--- config.mk ---
export PLATFORM = sky130hd
export DESIGN_NAME = keypad_responder
export DESIGN_NICKNAME = d
export VERILOG_FILES = /design/src/rtl/keypad_pkg.sv /design/src/rtl/keypad_phase_timer.sv /design/src/rtl/keypad_responder.sv
export SDC_FILE = /design/constraint.sdc
export NUM_CORES = 1
export LEC_CHECK = 0
export BUFFER_PORTS_ARGS = -buffer_cell sky130_fd_sc_hd__buf_4
export CAP_MARGIN = 15
export CORE_MARGIN = 2
export CORE_UTILIZATION = 35
export DETAILED_ROUTE_END_ITERATION = 8
export PLACE_DENSITY = 0.61
export SYNTH_ARGS = -nofsm -noshare
export SYNTH_HDL_FRONTEND = slang
export SYNTH_SLANG_ARGS = --single-unit
--- constraint.sdc ---
create_clock -name clk -period 2.3 [get_ports clk]
set_input_delay 0.115 -clock clk [delete_from_list [all_inputs] [get_ports clk]]
set_output_delay 0.115 -clock clk [all_outputs]
set_load 0.03 [all_outputs]
--- src/rtl/keypad_pkg.sv ---
// Shared types and helpers for the keypad responder: FSM states, code field
// extraction and the idle row pattern.
package keypad_pkg;

    typedef enum logic [2:0] {
        ST_IDLE,
        ST_BOUNCE_IN,
        ST_HOLD,
        ST_BOUNCE_OUT,
        ST_GAP
    } state_e;

    localparam logic [3:0] ROW_IDLE = 4'hF;

    function automatic logic [1:0] code_row(input logic [3:0] code);
        return code[3:2];
    endfunction

    function automatic logic [1:0] code_col(input logic [3:0] code);
        return code[1:0];
    endfunction

endpackage

--- src/rtl/keypad_phase_timer.sv ---
// Loadable down-counter shared by every timed phase; parks at zero and
// flags it so the FSM knows the current phase has run its length.
module keypad_phase_timer #(
    parameter int W = 8
) (
    input  logic         clk,
    input  logic         rst,
    input  logic         load_i,
    input  logic [W-1:0] val_i,
    output logic         zero_o
);

    logic [W-1:0] cnt_q;

    always_ff @(posedge clk or posedge rst) begin
        if (rst) begin
            cnt_q <= '0;
        end else if (load_i) begin
            cnt_q <= val_i;
        end else if (cnt_q != '0) begin
            cnt_q <= cnt_q - 1'b1;
        end
    end

    assign zero_o = (cnt_q == '0);

endmodule

--- src/rtl/keypad_responder.sv ---
// Device end of a 4x4 keypad scan: turns each accepted key code into a
// bounced press, hold, bounced release and inter-key gap on the row lines.
module keypad_responder
    import keypad_pkg::*;
#(
    parameter int BOUNCE_CYCLES = 8,
    parameter int PRESS_CYCLES  = 500000,
    parameter int GAP_CYCLES    = 500000
) (
    input  logic       clk,
    input  logic       rst,
    input  logic       key_valid,
    input  logic [3:0] key_code,
    output logic       key_ready,
    input  logic [3:0] col,
    output logic [3:0] row,
    output logic       busy,
    output logic       key_done
);

    localparam int MAX_BP = (BOUNCE_CYCLES > PRESS_CYCLES) ? BOUNCE_CYCLES : PRESS_CYCLES;
    localparam int MAX_P  = (MAX_BP > GAP_CYCLES) ? MAX_BP : GAP_CYCLES;
    localparam int CW     = $clog2(MAX_P) + 1;

    localparam bit          HAS_BOUNCE = (BOUNCE_CYCLES > 0);
    localparam logic [CW-1:0] B_LD = CW'(HAS_BOUNCE ? BOUNCE_CYCLES - 1 : 0);
    localparam logic [CW-1:0] P_LD = CW'(PRESS_CYCLES - 1);
    localparam logic [CW-1:0] G_LD = CW'(GAP_CYCLES - 1);

    state_e        state_q;
    logic          contact_q;
    logic [3:0]    code_q;
    logic          done_q;
    logic          accept;
    logic          tmr_load;
    logic [CW-1:0] tmr_val;
    logic          tmr_zero;

    assign key_ready = (state_q == ST_IDLE) & ~rst;
    assign accept    = key_valid & key_ready;
    assign busy      = (state_q != ST_IDLE);
    assign key_done  = done_q;

    // Each phase loads its length minus one on entry and exits when the timer reads zero.
    always_comb begin
        tmr_load = 1'b0;
        tmr_val  = '0;
        case (state_q)
            ST_IDLE: if (accept) begin
                tmr_load = 1'b1;
                tmr_val  = HAS_BOUNCE ? B_LD : P_LD;
            end
            ST_BOUNCE_IN: if (tmr_zero) begin
                tmr_load = 1'b1;
                tmr_val  = P_LD;
            end
            ST_HOLD: if (tmr_zero) begin
                tmr_load = 1'b1;
                tmr_val  = HAS_BOUNCE ? B_LD : G_LD;
            end
            ST_BOUNCE_OUT: if (tmr_zero) begin
                tmr_load = 1'b1;
                tmr_val  = G_LD;
            end
            default: ;
        endcase
    end

    keypad_phase_timer #(.W(CW)) u_timer (
        .clk    (clk),
        .rst    (rst),
        .load_i (tmr_load),
        .val_i  (tmr_val),
        .zero_o (tmr_zero)
    );

    always_ff @(posedge clk or posedge rst) begin
        if (rst) begin
            state_q   <= ST_IDLE;
            contact_q <= 1'b0;
            code_q    <= '0;
            done_q    <= 1'b0;
        end else begin
            done_q <= 1'b0;
            case (state_q)
                ST_IDLE: if (accept) begin
                    code_q    <= key_code;
                    contact_q <= 1'b1;
                    state_q   <= HAS_BOUNCE ? ST_BOUNCE_IN : ST_HOLD;
                end
                ST_BOUNCE_IN: begin
                    if (tmr_zero) begin
                        state_q   <= ST_HOLD;
                        contact_q <= 1'b1;
                    end else begin
                        contact_q <= ~contact_q;
                    end
                end
                ST_HOLD: if (tmr_zero) begin
                    state_q   <= HAS_BOUNCE ? ST_BOUNCE_OUT : ST_GAP;
                    contact_q <= 1'b0;
                end
                ST_BOUNCE_OUT: begin
                    if (tmr_zero) begin
                        state_q   <= ST_GAP;
                        contact_q <= 1'b0;
                    end else begin
                        contact_q <= ~contact_q;
                    end
                end
                ST_GAP: if (tmr_zero) begin
                    state_q <= ST_IDLE;
                    done_q  <= 1'b1;
                end
                default: state_q <= ST_IDLE;
            endcase
        end
    end

    // A closed contact shorts the latched row to the latched column only while that column is strobed.
    always_comb begin
        row = ROW_IDLE;
        if (contact_q && !col[code_col(code_q)]) begin
            row[code_row(code_q)] = 1'b0;
        end
    end

endmodule

==> results of run 1 <==
## path summary, 6_finish.rpt
| path | start | endpoint | cells after the start |
|---|---|---|---|
| min reg2reg | code_q[1] | code_q[1] | 1 |
| max in group asynchronous | rst | u_timer.cnt_q[0] | 4 |
| max | u_timer.cnt_q[0] | u_timer.cnt_q[18] | 8 |
| max reg2reg | u_timer.cnt_q[0] | u_timer.cnt_q[18] | 8 |
| min in group asynchronous | rst | u_timer.cnt_q[6] | 3 |
| min | key_code[1] | code_q[1] | 2 |
## cells in the final DEF, fill, tap and decap left out, drive strengths merged, types with 2 or more instances in the layout
cell	instances
dfrtp	29
buf	24
nor2	20
xnor2	12
o21ai	10
nor3	10
nand2	9
a21oi	7
clkbuf	7
a31oi	6
inv	5
a311oi	4
or3	4
mux2	4
nand3	4
nor4	4
nand2b	3
o31ai	3
nand3b	3
a21o	2
or2	2
nor2b	2
ha	2
nand4	2
a21boi	2
## metrics by stage
stage | setup slack [ns] | power [mW] | cells | hold WS, ns
final | 0.268 | 2.56 | 249 | 0.0550
after global routing | 0.0734 | 2.77 | 249 | 0.0430
after CTS | 0.128 | 2.58 | 249 | 0.0488
after detailed placement | 0.153 | 2.03 | 240 | 0.135
after global placement | 0.237 | 2.01 | 240 | 0.139
after floorplan | 0.136 | 1.75 | 167 | 0.193
## sequential cells by signal, indices dropped and copies added (netlist names)
| name | cells |
|---|---|
| code_q | 4 |
| contact_q | 1 |
| state_q | 3 |
| key_done | 1 |
| u_timer.cnt_q | 20 |
## worst max-delay path, delay by kind of cell, from the launching register on
kind	cells	cell delay, ns
AO/OA/AOI/OAI	3	0.58
adder cells (fa/ha/maj)	1	0.13
buffers and inverters	2	0.32
flip-flops	1	0.40
AND/OR/NAND/NOR	2	0.47
## where the power goes
group,internal (mW),switching (mW),leakage (nW)
sequential,0.724,0.254,0.368
combinational,0.475,0.561,0.414
clock,0.352,0.193,0.0585
## cells in the mapped netlist, types with 2 or more instances
cell       n  share of area (%)
nand3b_1   2               0.90
nand2b_1   3                1.1
dfrtp_1   29                 44
nand2_1    9                2.0
nor3_1     8                2.4
mux2_2     4                2.7
o21ai_0    9                2.7
nor4_1     3                1.1
a31oi_1    6                2.3
xnor2_1   12                6.3
or3_1      4                1.5
a21o_1     2               0.90
nor2b_1    2               0.75
inv_1      5                1.1
a21oi_1    7                2.1
nor2_1    20                4.5
nand3_1    3               0.90
o31ai_1    2               0.90
nor3_2     2                1.2
or2_2      2               0.75
buf_2      3               0.90
a311oi_1   4                2.1
ha_1       2                1.5
## cells by family (layout without fill, tap and decap cells)
| family | Yosys count | in the layout |
|---|---|---|
| AO/OA/AOI/OAI | 41 | 41 |
| flip-flops | 29 | 29 |
| XOR/XNOR | 13 | 13 |
| buffers and inverters | 10 | 38 |
| multiplexers | 5 | 5 |
| AND/OR/NAND/NOR | 67 | 67 |
| adder cells (fa/ha/maj) | 2 | 2 |
## repair_timing
item,CTS,global route
setup endpoints to repair,0,5
hold endpoints to repair,7,0
hold buffers,1,0
resized for setup,0,1
## final cells by class
type | instances | area [um2] | share of cell area (%)
clock inverter | 1 | 30.0 | 1.49
tap | 54 | 67.6 | 3.35
inverter | 5 | 18.8 | 0.931
sequential | 29 | 726 | 36.0
multi-input combinational | 128 | 898 | 44.5
clock buffer | 7 | 86.3 | 4.28
timing repair buffer | 25 | 190 | 9.43
## routing by layer
layer / part of all wire [%] / up-vias
met5: 0 / -
met4: 1.8 / 0
met3: 2.9 / 6
met2: 45 / 14
met1: 50 / 648
li1: - / 656
==> summary.txt, run 1 <==
Status: complete, no violations
XOR/XNOR Fraction of Synth Area: 6.85%
Setup TNS: 0 ns
Adder-cell share of the synthesized area: 1.51%
Die Width: 72.9 um
Chip Height: 72.9 um
Core Rows: 25
Residual DRC count: 0
Number of port buffers: 17
Power density cells: 1270 nW/um2
Reg2reg setup slack: 0.27 ns
Peak supply drop: 0.331 mV
Total grt overflow: 0
Worst EP required: 2.47 ns
#FFs+latches synth: 29
Final hold vios: 0
CP cell instances: inv_1, ha_1, nor3b_1, nand4_1, o31ai_2, buf_4, a21o_1, a21boi_2
Clock root cell: clkbuf_8
Mean Syn Cell Area: 9.95 um2
CP max-delay cell: o31ai_2
CP Capture Type: flop
Worst Skew: 0.00489 ns
Max FO, Critical Path: 6
H-tree levels: 2
Num CTS Buffers: 5
Area after DPL: 1890 um2
Initial Util: 35.7%
Minimum clock period: 2.03 ns
Simple-gate portion of the synthesized area: 23.3%
Share of cells above drive strength 1: 26.2%
Max-Cap Viols: 0
Slew @ Worst Pin: 0.414 ns
DRT Pass-1 Iters: 4
Clk_lat worst skew: 0.29 ns
Vias in the first global route: 1,349
Avg WL per Cell: 14.3 um
Final Max Tran Viols: 0
Core area: 4660 um2
Synthesized cell area: 1660 um2
Syn_nets: 180
CP arrival: 2.20 ns
Post-synth EDFFs: 0
Pleak: 0.841 nW
IO Pins: 18
Synth Flop Type: dfrtp_1
Worst hold-check path type: in -> reg
DRT antenna net count: 0
Max Fclk: 492 MHz
Synth-to-layout area growth: 21.4%
CP Launch Type: flop
Synth unique cells: 47
Fin crit share: 88.4%
Met3 GRT Util: 4.97%
GPL Wtd Cong: 0.813
GRT met1 Usage: 21.0%
Synth Area in Compound Gates: 17.8%
Final setup violating endpoints: 0
Antenna Cells: 0
Crit path kind: reg -> reg
CTS tree: built
Mapped Cells: 167
Largest stage delay, worst path: 0.43 ns
CTS clk-pin slew, worst paths: 0.06 ns
Layout net count: 207
Detailed Route Iter0 Violations: 59
Post-DR vias/cell: 5.32
Final instance area: 2020 um2
GRT Total Usage: 15.7%
Async S/R FF share, synth: 100%
Largest net degree at the start of global routing: 14
Sequential area share after synthesis: 43.7%
GRT Max-Usage Layer: met2
GR Layer Usage met2: 23.8%
Total Wirelength: 3.55 mm
Postcts setup bufs: 0
Vias post-DR: 1,324
RSZ-0062 raised after global routing: no
HPWL after DPL: 2.67 mm
Initial antenna violation count: 0
Clock Sinks: 29
Largest family of logic cells by synthesized area: simple AND/OR/NAND/NOR gates
Multiplexer share of the synthesized area: 4.07%
Fillers: 453
CTS Buffer Depth: 2
Yosys warns: 0
Fin util: 43.3%
First-pass GRT wire length: 6.42 mm
DIE AREA: 5310 um2
Rel. slew slack: 72.1%
No activity file was read; power rests on OpenSTA's default activity.
==> run 2: changes to the inputs <==
ABC_AREA = 1   (was unset)
==> summary.txt, run 2 <==
Status: complete, no violations
Total Wirelength: 3.83 mm (+7.8%)
Initial Util: 35.8% (+0.17 points)
Slew @ Worst Pin: 0.368 ns (-0.0460 ns)
Rel. slew slack: 75.5% (+3.3 points)
Synth unique cells: 31 (-34%)
Mapped Cells: 236 (+41%)
Vias post-DR: 1,550 (+17%)
Power density cells: 447 nW/um2 (-65%)
CTS resizes: 0 (unchanged)
Top-count cell post-synth: nand2_1
RSZ-0062 raised after global routing: no
Post-synth EDFFs: 0 (unchanged)
Synthesized cell area: 1820 um2 (+9.4%)
Commonest non-fill, non-tap cell in the layout: nand2_1
Routed met3 length: 147 um (+43%)
Commonest non-fill, non-tap cells in the layout: nand2_1, nor2_1, dfrtp_1
Postcts setup bufs: 0 (unchanged)
CP cell instances: inv_1, ha_1, inv_1, nor3_1, nand3_4, nand2_4, nand2_4, inv_4, nor3_2
RR Startpoint: u_timer.cnt_q[0]
Final hold vios: 0 (unchanged)
Mean Syn Cell Area: 7.70 um2 (-23%)
Max-Cap Viols: 0 (unchanged)
Synth Flop Type: dfrtp_1
Die Width: 76.1 um (+4.3%)
Antenna Cells: 0 (unchanged)
Buf/Inv on CP: 3 (+1)
Fin crit share: 73.4% (-15 points)
First-pass GRT wire length: 6.69 mm (+4.2%)
Synth-to-layout area growth: 16.6%
Critical path's top delay family: simple AND/OR/NAND/NOR gates
IO Pins: 18 (unchanged)
Max Fclk: 592 MHz (+20%)
Clock Sinks: 29 (unchanged)
Non-filler instance count after layout: 332 (+33%)
DRT Pass-1 Iters: 4 (unchanged)
Peak supply drop: 0.184 mV (-44%)
CTS Buffer Depth: 2 (unchanged)
Largest net degree at the start of global routing: 30 (+16)
H-tree levels: 2 (unchanged)
Pleak: 0.948 nW (+13%)
Worst hold stages: 3 (+1)
Async S/R FF share, synth: 100% (unchanged)
Share of cells above drive strength 1: 20.6% (-5.5 points)
Total grt overflow: 0 (unchanged)
Num CTS Buffers: 5 (unchanged)
Max FO, Critical Path: 10 (+4)
Vias in the first global route: 1,504 (+11%)
Wl on met1: 1.88 mm (+5.6%)
CTS clk-pin slew, worst paths: 0.06 ns (about the same)
Main area contributors after synthesis: dfrtp_1, nand2_1, nor2_1
DIE AREA: 5790 um2 (+8.9%)
Final Max Tran Viols: 0 (unchanged)
Largest stage delay, worst path: 0.36 ns (-0.07 ns)
Minimum clock period: 1.69 ns (-0.343 ns)
#FFs+latches synth: 29 (unchanged)
Detailed Route Iter0 Violations: 69 (+17%)
Post-synth top area share: 39.9% (-3.8 points)
Critical hold path startpoint: key_code[1]
CP max-delay cell: dfrtp_1
Avg WL per Cell: 11.5 um (-19%)
Max reg flops: 20 (unchanged)
Crit path kind: reg -> reg
Initial antenna violation count: 0 (unchanged)
Setup TNS: 0 ns (unchanged)
CP Launch Type: flop
Met2 Wirelength: 1.75 mm (+8.5%)
Sequential area share after synthesis: 39.9% (-3.8 points)
GPL Wtd Cong: 0.820 (+0.91%)
Worst Skew: 0.00429 ns (-0.000601 ns)
HPWL after DPL: 2.94 mm (+10%)
Worst hold-check path type: in -> reg
R2R depth: 9 (+1)
CP arrival: 1.85 ns (-0.35 ns)
Critical path depth: 9 (+1)
Core Rows: 26 (+4.0%)
Final setup violating endpoints: 0 (unchanged)
Core area: 5070 um2 (+8.9%)
Uppermost layer routed: met4
CP Capture Type: flop
Chip Height: 76.1 um (+4.3%)
Residual DRC count: 0 (unchanged)
Syn_nets: 249 (+38%)
Post-DR vias/cell: 4.67 (-12%)
Commonest cells post-synth: nand2_1, nor2_1, dfrtp_1, inv_1
Layout net count: 274 (+32%)
Worst setup path start: u_timer.cnt_q[0]
Yosys warns: 0 (unchanged)
Dpl cells: 323 (+35%)
Clk_lat worst skew: 0.28 ns (about the same)
Clock root cell: clkbuf_8
Number of port buffers: 17 (unchanged)
Biggest register: u_timer.cnt_q
Worst EP required: 2.46 ns (about the same)
Regs by FF count: u_timer.cnt_q: 20 flops, code_q: 4 flops, state_q: 3 flops
DRT antenna net count: 0 (unchanged)
GRT Total Usage: 14.3% (-1.4 points)
CTS tree: built
Synth area leader: dfrtp_1
run 2: cell families after synthesis:
| logic type | share of synthesized area (%) |
|---|---|
| simple gates | 40.0 |
| flops | 39.9 |
| buf+inv | 6.40 |
| compound gates | 7.02 |
| xor+xnor | 5.30 |
| fa+ha+maj | 1.38 |
run 2: worst register-to-register path, cell delays in order (launching register included):
cell and delay (ns):
dfrtp_1 0.36, inv_1 0.13, ha_1 0.17, inv_1 0.06, nor3_1 0.26, nand3_4 0.17
nand2_4 0.13, nand2_4 0.12, inv_4 0.14, nor3_2 0.05
run 2: worst paths after layout:
path	to	slack, ns
worst max-delay path	u_timer.cnt_q[12]	0.61
worst min-delay path	code_q[1]	0.08
worst max register to register	u_timer.cnt_q[12]	0.61
worst min register to register	code_q[1]	0.54
max in group asynchronous	u_timer.cnt_q[6]	1.54
min in group asynchronous	code_q[1]	0.49
run 2: what timing repair did:
item / 4_1_cts / 5_1_grt
setup endpoints to repair: 0 / 0
hold buffers: 1 / 0
endpoints found under the hold margin: 29 / 0
run 2: cell type report:
type                    count  area, um2
repair buffers             19        145
fillers                   555       2960
clock buffers               8       80.1
multi-input cells         180        976
well taps                  70       87.6
flip-flops and latches     29        726
inverters                  26        105
run 2: layer usage:
metal  vias to the layer above  GRT usage (%)
li1                        799              -
met1                       712           18.4
met2                        29           22.8
met3                        10           3.91
met4                         0           6.00
met5                         -              0
run 2: power by group:
| group | switching, mW | total, mW | internal [mW] |
|---|---|---|---|
| Combinational | 0.0162 | 0.0312 | 0.0150 |
| Clock | 0.186 | 0.401 | 0.214 |
| Sequential | 0.00183 | 0.515 | 0.513 |
| Total | 0.204 | 0.947 | 0.742 |
run 2: metrics by stage:
| step | utilization, % | cell area, um2 | hold WS [ns] | setup WS (ns) | power (mW) |
|---|---|---|---|---|---|
| 4_1_cts | 41.8 | 2120 | 0.0732 | 0.589 | 0.965 |
| 6_report | 41.8 | 2120 | 0.0786 | 0.611 | 0.947 |
| 2_1_floorplan | - | 1820 | 0.193 | 0.706 | 0.535 |
| 3_5_place_dp | 40.0 | 2030 | 0.244 | 0.605 | 0.555 |
| 3_3_place_gp | 40.0 | 2030 | 0.240 | 0.655 | 0.554 |
| 5_1_grt | 41.8 | 2120 | 0.0856 | 0.483 | 0.995 |
